### src/rtl/codec_pwrseq_clkgen.sv
// Codec power-down sequencing and serial-audio clock generation from the 256fs clock.
// The codec is held in power-down, then allowed to wake, then given BICK/LRCK plus a frame strobe.
module codec_pwrseq_clkgen #(
    parameter int PDN_LOW_CYCLES = 4096,
    parameter int WAKE_CYCLES    = 16384
) (
    input  logic       clk_256fs,
    input  logic       rst_n,
    input  logic       restart,
    output logic       codec_pdn_n,
    output logic       bick,
    output logic       lrck,
    output logic       frame_strobe,
    output logic       ready,
    output logic [3:0] restart_count
);

    typedef enum logic [1:0] {
        PDN_HOLD = 2'd0,
        WAKE     = 2'd1,
        RUN      = 2'd2
    } state_t;

    localparam logic [15:0] PDN_LAST  = 16'(PDN_LOW_CYCLES - 1);
    localparam logic [15:0] WAKE_LAST = 16'(WAKE_CYCLES - 1);

    state_t      state;
    logic [15:0] timer;
    logic [7:0]  phase;
    logic        restart_prev;
    logic [7:0]  phase_inc;

    assign phase_inc = phase + 8'd1;

    always_ff @(posedge clk_256fs) begin
        if (!rst_n) begin
            state         <= PDN_HOLD;
            timer         <= 16'd0;
            phase         <= 8'd0;
            restart_prev  <= 1'b0;
            codec_pdn_n   <= 1'b0;
            bick          <= 1'b0;
            lrck          <= 1'b0;
            frame_strobe  <= 1'b0;
            ready         <= 1'b0;
            restart_count <= 4'd0;
        end else begin
            restart_prev <= restart;
            if (restart) begin
                // A held request keeps the block parked here but is counted only once.
                if (!restart_prev && restart_count != 4'd15)
                    restart_count <= restart_count + 4'd1;
                state        <= PDN_HOLD;
                timer        <= 16'd0;
                phase        <= 8'd0;
                codec_pdn_n  <= 1'b0;
                bick         <= 1'b0;
                lrck         <= 1'b0;
                frame_strobe <= 1'b0;
                ready        <= 1'b0;
            end else begin
                case (state)
                    PDN_HOLD: begin
                        phase        <= 8'd0;
                        bick         <= 1'b0;
                        lrck         <= 1'b0;
                        frame_strobe <= 1'b0;
                        ready        <= 1'b0;
                        if (timer == PDN_LAST) begin
                            state       <= WAKE;
                            timer       <= 16'd0;
                            codec_pdn_n <= 1'b1;
                        end else begin
                            timer       <= timer + 16'd1;
                            codec_pdn_n <= 1'b0;
                        end
                    end
                    WAKE: begin
                        phase       <= 8'd0;
                        bick        <= 1'b0;
                        lrck        <= 1'b0;
                        codec_pdn_n <= 1'b1;
                        if (timer == WAKE_LAST) begin
                            // First RUN cycle sits at phase 0, so it carries the frame strobe.
                            state        <= RUN;
                            timer        <= 16'd0;
                            frame_strobe <= 1'b1;
                            ready        <= 1'b1;
                        end else begin
                            timer        <= timer + 16'd1;
                            frame_strobe <= 1'b0;
                            ready        <= 1'b0;
                        end
                    end
                    RUN: begin
                        timer        <= 16'd0;
                        phase        <= phase_inc;
                        bick         <= phase_inc[1];
                        lrck         <= phase_inc[7];
                        frame_strobe <= (phase_inc == 8'd0);
                        codec_pdn_n  <= 1'b1;
                        ready        <= 1'b1;
                    end
                    default: begin
                        state        <= PDN_HOLD;
                        timer        <= 16'd0;
                        phase        <= 8'd0;
                        codec_pdn_n  <= 1'b0;
                        bick         <= 1'b0;
                        lrck         <= 1'b0;
                        frame_strobe <= 1'b0;
                        ready        <= 1'b0;
                    end
                endcase
            end
        end
    end

endmodule

### config.mk
export PLATFORM = sky130hd
export DESIGN_NAME = codec_pwrseq_clkgen
export DESIGN_NICKNAME = d
export VERILOG_FILES = /design/src/rtl/codec_pwrseq_clkgen.sv
export SDC_FILE = /design/constraint.sdc
export NUM_CORES = 1
export LEC_CHECK = 0
export ABC_AREA = 1
export CORE_MARGIN = 2
export CORE_UTILIZATION = 51
export CTS_CLUSTER_SIZE = 25
export DETAILED_ROUTE_END_ITERATION = 10
export PLACE_DENSITY = 0.75
export SLEW_MARGIN = 20
export SYNTH_ARGS = -nofsm -noshare
export SYNTH_HDL_FRONTEND = slang
export SYNTH_SLANG_ARGS = --single-unit
### constraint.sdc
create_clock -name clk_256fs -period 4 [get_ports clk_256fs]
set_input_delay 1.2 -clock clk_256fs [delete_from_list [all_inputs] [get_ports clk_256fs]]
set_output_delay 1.2 -clock clk_256fs [all_outputs]
set_load 0.01 [all_outputs]
==> impl_metrics.json, run 1 <==
{
  "fin_util_pct": 62.7,
  "synth_fa_ha_area_share_pct": 5.16,
  "cp_cell_sequence": "clkdlybuf4s50_1",
  "grt_max_degree": 11,
  "fmax_mhz": 395,
  "setup_viol": 0,
  "yosysSeqAreaShare_pct": 40.1,
  "multi_input_area_um2": 901,
  "seq_area_um2": 681,
  "wirelength_mm": 2.89,
  "power.density_nw_per_um2": 321,
  "whs_ns": 0.459,
  "drc_errors": 0,
  "worst_slew_pin_slew_ns": 0.383,
  "clockBufferDepth": 2,
  "cts_hold_buf": 0,
  "cts_tree": "done",
  "via_count": 1392,
  "post-synth-top-area-fraction_pct": 40.1,
  "power.leakage_nw": 0.799,
  "syn_area_per_cell_um2": 7.51,
  "synth.top_cells.by_area": "dfxtp_1, nor2_1, nand2_1",
  "status": "finished, final reports clean",
  "cts_made_buffers": 5,
  "drive_above_1_share_pct": 12.7,
  "synth_top_cell_by_area": "dfxtp_1",
  "cp-start-kind": "flip-flop",
  "fin_nets": 254,
  "rsz0062_at_grt": "false",
  "place_hpwl_mm": 2.22,
  "fillers": 294,
  "drt-pass1-iter-count": 4,
  "antenna_cells": 0,
  "grt_util_all_layers_pct": 17.3,
  "relSlewSlack_pct": 74.2,
  "arrival_ns": 1.33,
  "synth.distinct_cells": 29,
  "port_buffers": 11,
  "num_io_pins": 12,
  "synth_mux_area_share_pct": 0,
  "clk_pin_slew_ns": 0.10,
  "globalplace.congestion": 0.825,
  "post-route-period-util_pct": 63.4,
  "drt_iter0_drc": 88,
  "cts_setup_buffers": 0,
  "ant_nets": 0,
  "synth_compound_area_share_pct": 5.38,
  "cts-root-buf": "clkbuf_4",
  "path_class": "flip-flop to output port",
  "critical-path-top-delay-family": "buffers and inverters",
  "post_drt_via_cell_ratio": 4.83,
  "fin_setup_tns_ns": 0,
  "grt-ovfl-total": 0,
  "peakVddDrop_uv": 182,
  "dieHeight_um": 61.7,
  "netlist_instances": 226,
  "synth.net_count": 236,
  "wl_per_cell_um": 10.0,
  "insertion_delay_ns": 0.34,
  "dieWidth_um": 61.7,
  "fin_crit_ns": 2.53,
  "antenna_found_initial": 0,
  "slowest_stage": "clkdlybuf4s50_1",
  "die_area_um2": 3810,
  "netlist_area_um2": 1700,
  "synth-seq-cells": 34,
  "cp_max_fo": 6,
  "cp-end-kind": "output port",
  "slowest_delay_ns": 0.57,
  "grt_pass1_vias": 1169,
  "crit_required_ns": 2.80,
  "start_util_pct": 54.7,
  "drv_slew": 0,
  "yosysWarnings": 0,
  "min_path_type": "flip-flop to flip-flop",
  "crit_buf_inv": 1,
  "clkSinkCount": 34,
  "synth-simple-area-share_pct": 37.9,
  "core_area_um2": 3100,
  "area_delta_synth_final_pct": 14.5,
  "grt_pass1_wl_mm": 4.75,
  "cts_htree_levels": 2,
  "max_cap_viol_count": 0,
  "hold_violations": 0,
  "synth_top_family_by_area": "simple AND/OR/NAND/NOR gates",
  "skew_ns": 0.00890,
  "power_uw": 625,
  "synth-xor-area-share_pct": 4.64,
  "rows": 20,
  "ctsResizeCount": 0
}
## sequential cells by signal (all words and copies together) (netlist names)
register,count
lrck,1
ready,1
restart_count,4
state,2
frame_strobe,1
timer,16
restart_prev,1
codec_pdn_n,1
phase,7
## cells by family (layout without fill, tap and decap cells)
family | after synthesis | count (layout)
AND/OR/NAND/NOR | 129 | 129
flip-flops | 34 | 34
buffers and inverters | 31 | 49
AO/OA/AOI/OAI | 16 | 16
XOR/XNOR | 9 | 9
adder cells (fa/ha/maj) | 7 | 7
## per-stage QoR
step,std cells,setup WS [ns],cell area (µm²)
floorplan,226,2.08,1700
global placement,281,1.43,1860
detailed placement,281,1.39,1860
CTS,288,1.45,1940
global route,288,1.38,1940
finish,288,1.47,1940
## worst reg2reg max path, cell delays in order (launching register included)
cell and delay, ns:
dfxtp_1 0.39, ha_1 0.22, nand3_2 0.16, nor2_8 0.20, nand3_2 0.12, nor2_1 0.14
xor2_1 0.16, nor2_1 0.05
## synthesized netlist by cell type (all sizes together)
library cell and count:
xnor2 3, ha 7, nand4 4, a21oi 7
and3 1, nand3 18, nor3 4, xor2 6
a31oi 2, inv 31, nand2 50, o211ai 1
nand3b 1, o21ai 5, nor3b 3, dfxtp 34
nor4 1, nor2 47, o21bai 1
## report_power, final
| part | switching (mW) | internal [mW] | leakage (nW) |
|---|---|---|---|
| logic | 0.0120 | 0.00945 | 0.480 |
| clock network | 0.113 | 0.145 | 0.0443 |
| registers | 0.00339 | 0.342 | 0.275 |
| total | 0.128 | 0.497 | 0.799 |
## path summary, 6_finish.rpt
check,start,end,slack (ns),cells past startpoint
setup reg to reg,timer[0],timer[14],2.47,7
hold reg to reg,phase[0],phase[0],0.46,1
hold / removal,phase[0],phase[0],0.46,1
setup / recovery,restart_count[2],restart_count[2],1.47,1
## metal layers
layer	routed length [µm]	global-route usage, %
met4	42	6.38
met1	1370	20.1
met5	0	0
met3	156	7.45
met2	1330	28.4
## placed cells by master, fill, tap and decap left out, types with 3 or more instances in the layout
master	count
nand2_2	5
o21ai_0	3
ha_1	7
inv_2	5
clkbuf_4	5
nor3_1	4
xor2_1	6
inv_1	26
nand4_1	4
a21oi_1	6
nand2_4	4
nor2_1	43
nand3_2	4
clkdlybuf4s50_1	11
dfxtp_1	34
xnor2_1	3
nand2_1	41
nand3_1	14
## final cells by class
type                    instances  area share (%)
well taps                      44            2.83
flip-flops and latches         34            35.0
repair buffers                 11            5.66
multi-input cells             161            46.3
clock buffers                   6            2.64
inverters                      31            5.98
clock inverters                 1            1.54
No activity file was read; power rests on OpenSTA's default activity.
==> run 2, diff against run 1 <==
==> constraint.sdc (replaced) <==
create_clock -name clk_256fs -period 2.5 [get_ports clk_256fs]
set_input_delay 0.75 -clock clk_256fs [delete_from_list [all_inputs] [get_ports clk_256fs]]
set_output_delay 0.75 -clock clk_256fs [all_outputs]
set_load 0.01 [all_outputs]
==> impl_metrics.json, run 2 (synthesized netlist as in run 1, its figures left out) <==
{
  "insertion_delay_ns": 0.34,
  "num_io_pins": 12,
  "sw_frac_of_total_pct": 22.1,
  "area_delta_synth_final_pct": 14.3,
  "drive_above_1_share_pct": 13.1,
  "peakVddDrop_uv": 390,
  "grt_util_all_layers_pct": 18.0,
  "antenna_cells": 0,
  "fmax_mhz": 476,
  "grt_max_degree": 12,
  "post_drt_via_cell_ratio": 4.80,
  "final_cell_mix": "nor2_1, nand2_1, dfxtp_1",
  "skew_ns": 0.00751,
  "fin_setup_tns_ns": 0,
  "ctsResizeCount": 0,
  "start_util_pct": 54.7,
  "clockBufferDepth": 2,
  "seqPwrFrac_pct": 55.9,
  "cp-start-kind": "flip-flop",
  "grt_pass1_vias": 1225,
  "cts-root-buf": "clkbuf_4",
  "clkSinkCount": 34,
  "max_cap_viol_count": 0,
  "drt_iter0_drc": 94,
  "path_class": "flip-flop to output port",
  "fin_nets": 254,
  "cp-end-kind": "output port",
  "rows": 20,
  "place_hpwl_mm": 2.22,
  "cp_max_fo": 6,
  "wl_per_cell_um": 10.3,
  "drt-pass1-iter-count": 5,
  "power.density_nw_per_um2": 509,
  "crit_required_ns": 1.75,
  "seq_area_um2": 681,
  "status": "finished, final reports clean",
  "slowest_stage": "clkdlybuf4s50_1",
  "relSlewSlack_pct": 75.4,
  "p_sw_uw": 218,
  "p_int_uw": 769,
  "antenna_found_initial": 0,
  "cts_setup_buffers": 0,
  "drv_slew": 0,
  "dieWidth_um": 61.7,
  "hold_violations": 0,
  "largest_reg_flops": 16,
  "cp_cell_sequence": "clkdlybuf4s50_1",
  "worst_slew_pin_slew_ns": 0.366,
  "fillers": 296,
  "crit_buf_inv": 1,
  "power_frac_clock_pct": 40.5,
  "drc_errors": 0,
  "globalplace.congestion": 0.824,
  "via_count": 1387,
  "setup_viol": 0,
  "core_area_um2": 3100,
  "final_common_cell": "nor2_1",
  "dieHeight_um": 61.7,
  "final_cells": 289,
  "wirelength_mm": 2.97,
  "cts_htree_levels": 2,
  "cts_tree": "done",
  "ant_nets": 0,
  "reg.largest.list": "timer: 16 flops, phase: 7 flops, restart_count: 4 flops",
  "multi_input_area_um2": 901,
  "power.leakage_nw": 0.800,
  "cts_hold_buf": 0,
  "clk_pin_slew_ns": 0.10,
  "comb_power_share_pct": 3.5,
  "post-route-period-util_pct": 84.0,
  "fin_crit_ns": 2.10,
  "min_path_type": "flip-flop to flip-flop",
  "port_buffers": 11,
  "grt-ovfl-total": 0,
  "grt_pass1_wl_mm": 5.02,
  "regMostFlops": "timer",
  "cts_made_buffers": 5,
  "rsz0062_at_grt": "false",
  "arrival_ns": 1.35,
  "dp_cells": 281,
  "slowest_delay_ns": 0.57,
  "critical-path-top-delay-family": "buffers and inverters",
  "die_area_um2": 3810
}
-- run 2: cell types whose count changed in the layout (fill, tap and decap cells not counted), sizes merged --
cell / change
clkbuf: -1
clkinv: +2
-- run 2: power by group through the flow --
stage          registers (mW)  logic [mW]  clock network (mW)
2_1_floorplan           0.565      0.0188                   0
3_3_place_gp            0.565      0.0338                   0
3_5_place_dp            0.565      0.0347                   0
4_1_cts                 0.552      0.0351               0.406
5_1_grt                 0.554      0.0391               0.431
6_report                0.552      0.0349               0.400
-- run 2: layer usage --
layer | global-route usage (%) | vias up | share of wire [%]
met4 | 7.90 | 0 | 1.5
met2 | 28.7 | 21 | 45
met1 | 22.0 | 608 | 50
li1 | - | 753 | -
met3 | 6.00 | 5 | 3.3
met5 | 0 | - | 0
-- run 2: path summary, 6_finish.rpt --
path,startpoint,end,slack [ns],depth (start not counted)
worst max-delay path,restart_count[2],restart_count[2],0.40,1
worst min-delay path,phase[0],phase[0],0.46,1
worst max register to register,timer[0],timer[14],0.99,7
worst min register to register,phase[0],phase[0],0.46,1
-- run 2: layout make-up --
type	instances	share of cell area (%)
repair buffers	11	5.67
inverters	31	6.00
multi-input cells	161	46.4
flip-flops and latches	34	35.1
well taps	44	2.84
clock inverters	3	2.06
clock buffers	5	1.93
-- run 2: through the flow --
| step | cell area, µm² | hold slack (ns) | setup WS [ns] | power [mW] | utilization, % |
|---|---|---|---|---|---|
| after floorplan | 1700 | 0.417 | 1.03 | 0.584 | - |
| after global placement | 1860 | 0.430 | 0.386 | 0.599 | 60.0 |
| after detailed placement | 1860 | 0.437 | 0.348 | 0.599 | 60.0 |
| after CTS | 1940 | 0.460 | 0.398 | 0.994 | 62.5 |
| after global routing | 1940 | 0.472 | 0.341 | 1.02 | 62.5 |
| final | 1940 | 0.461 | 0.400 | 0.988 | 62.5 |
==> run 3, diff against run 2 <==
==> constraint.sdc (replaced) <==
create_clock -name clk_256fs -period 2.1 [get_ports clk_256fs]
set_input_delay 0.63 -clock clk_256fs [delete_from_list [all_inputs] [get_ports clk_256fs]]
set_output_delay 0.63 -clock clk_256fs [all_outputs]
set_load 0.01 [all_outputs]
==> impl_metrics.json, run 3 (synthesized netlist as in run 1, its figures left out) <==
{
  "status": "finished, final reports clean",
  "post-route-period-util_pct": 93.8,
  "cts_tree": "done",
  "cp_max_fo": 6,
  "multi_input_area_um2": 901,
  "cts_setup_buffers": 0,
  "p_int_uw": 947,
  "reg2reg_setup_slack_ns": 0.58,
  "post_drt_via_cell_ratio": 4.89,
  "cts_made_buffers": 5,
  "power_mw": 1.20,
  "slowest_stage": "clkdlybuf4s50_1",
  "rr_endpoint": "timer[14]",
  "r2r_cells": 7,
  "reg2reg_from": "timer[0]",
  "p_sw_uw": 250,
  "clkSinkCount": 34,
  "drv_slew": 0,
  "seq_area_um2": 681,
  "crit_required_ns": 1.47,
  "fillers": 299,
  "wl_per_cell_um": 10.5,
  "dp_cells": 282,
  "sw_frac_of_total_pct": 20.9,
  "grt_max_degree": 11,
  "comb_power_share_pct": 3.6,
  "power.density_nw_per_um2": 613,
  "final_cells": 289,
  "drive_above_1_share_pct": 13.1,
  "final_cell_mix": "nor2_1, nand2_1, dfxtp_1",
  "power.leakage_nw": 0.804,
  "ctsResizeCount": 0,
  "clockBufferDepth": 2,
  "area_delta_synth_final_pct": 15.0,
  "regMostFlops": "timer",
  "grt_pass1_vias": 1257,
  "cts_hold_buf": 0,
  "min_path_type": "flip-flop to flip-flop",
  "drt_iter0_drc": 90,
  "largest_reg_flops": 16,
  "arrival_ns": 1.34,
  "path_class": "flip-flop to output port",
  "hold_violations": 0,
  "cp-start-kind": "flip-flop",
  "place_area_um2": 1870,
  "cts_htree_levels": 2,
  "ant_nets": 0,
  "fin_crit_ns": 1.97,
  "slowest_delay_ns": 0.57,
  "max_cap_viol_count": 0,
  "fin_nets": 255,
  "fin_util_pct": 62.9,
  "globalplace.congestion": 0.915,
  "via_count": 1412,
  "rsz0062_at_grt": "false",
  "peakVddDrop_uv": 408,
  "stdcell_area_um2": 1950,
  "pre_cts_slack_ns": 0.133,
  "hold_depth": 1,
  "antenna_found_initial": 0,
  "fin_ws_ns": 0.129,
  "critical-path-top-delay-family": "buffers and inverters",
  "grt_pass1_wl_mm": 5.18,
  "dieWidth_um": 61.7,
  "whs_ns": 0.449,
  "seqPwrFrac_pct": 54.9,
  "power_frac_clock_pct": 41.4,
  "reg.largest.list": "timer: 16 flops, phase: 7 flops, restart_count: 4 flops",
  "antenna_cells": 0,
  "rows": 20,
  "grt-ovfl-total": 0,
  "dieHeight_um": 61.7,
  "drt-pass1-iter-count": 4,
  "setup_viol": 0,
  "fin_setup_tns_ns": 0,
  "cts-root-buf": "clkbuf_4",
  "port_buffers": 11,
  "insertion_delay_ns": 0.34,
  "wirelength_mm": 3.03,
  "num_io_pins": 12,
  "final_common_cell": "nor2_1",
  "start_util_pct": 54.7,
  "clk_pin_slew_ns": 0.10,
  "crit_buf_inv": 1,
  "drc_errors": 0,
  "hold_path_end": "phase[0]",
  "grt_util_all_layers_pct": 18.5,
  "place_hpwl_mm": 2.29,
  "relSlewSlack_pct": 73.2,
  "fmax_mhz": 507,
  "worstHoldStart": "phase[0]",
  "worst_slew_pin_slew_ns": 0.398,
  "cp-end-kind": "output port",
  "core_area_um2": 3100,
  "skew_ns": 0.00665,
  "cp_cell_sequence": "clkdlybuf4s50_1",
  "die_area_um2": 3810
}
-- run 3: layout make-up --
class | instances | share of cell area (%)
clock buffer | 6 | 2.63
clock inverter | 1 | 1.54
multi-input combinational | 161 | 46.2
tap | 44 | 2.82
inverter | 31 | 5.96
sequential | 34 | 34.9
timing repair buffer | 12 | 6.03
-- run 3: how the worst max path moves through the flow --
stage               slack (ns)          endpoint  depth (start not counted)              from
floorplan                 0.73         timer[14]                          7          timer[0]
global placement          0.17          timer[3]                          7             rst_n
detailed placement        0.13          timer[3]                          7             rst_n
CTS                       0.12  restart_count[2]                          1  restart_count[2]
global route              0.08  restart_count[2]                          1  restart_count[2]
finish                    0.13  restart_count[2]                          1  restart_count[2]
-- run 3: power by group through the flow --
| stage | registers (mW) | clock network, mW | logic [mW] |
|---|---|---|---|
| floorplan | 0.673 | 0 | 0.0224 |
| global placement | 0.672 | 0 | 0.0420 |
| detailed placement | 0.672 | 0 | 0.0432 |
| CTS | 0.658 | 0.504 | 0.0437 |
| global route | 0.659 | 0.533 | 0.0487 |
| finish | 0.658 | 0.496 | 0.0433 |
-- run 3: metal layers --
layer  vias to the layer above  share of wire [%]  track usage (%)
met2                        17                 45             30.2
met5                         -                  0                0
met1                       636                 51             22.6
li1                        755                  -                -
met3                         4                3.4             4.97
met4                         0                1.1             8.81
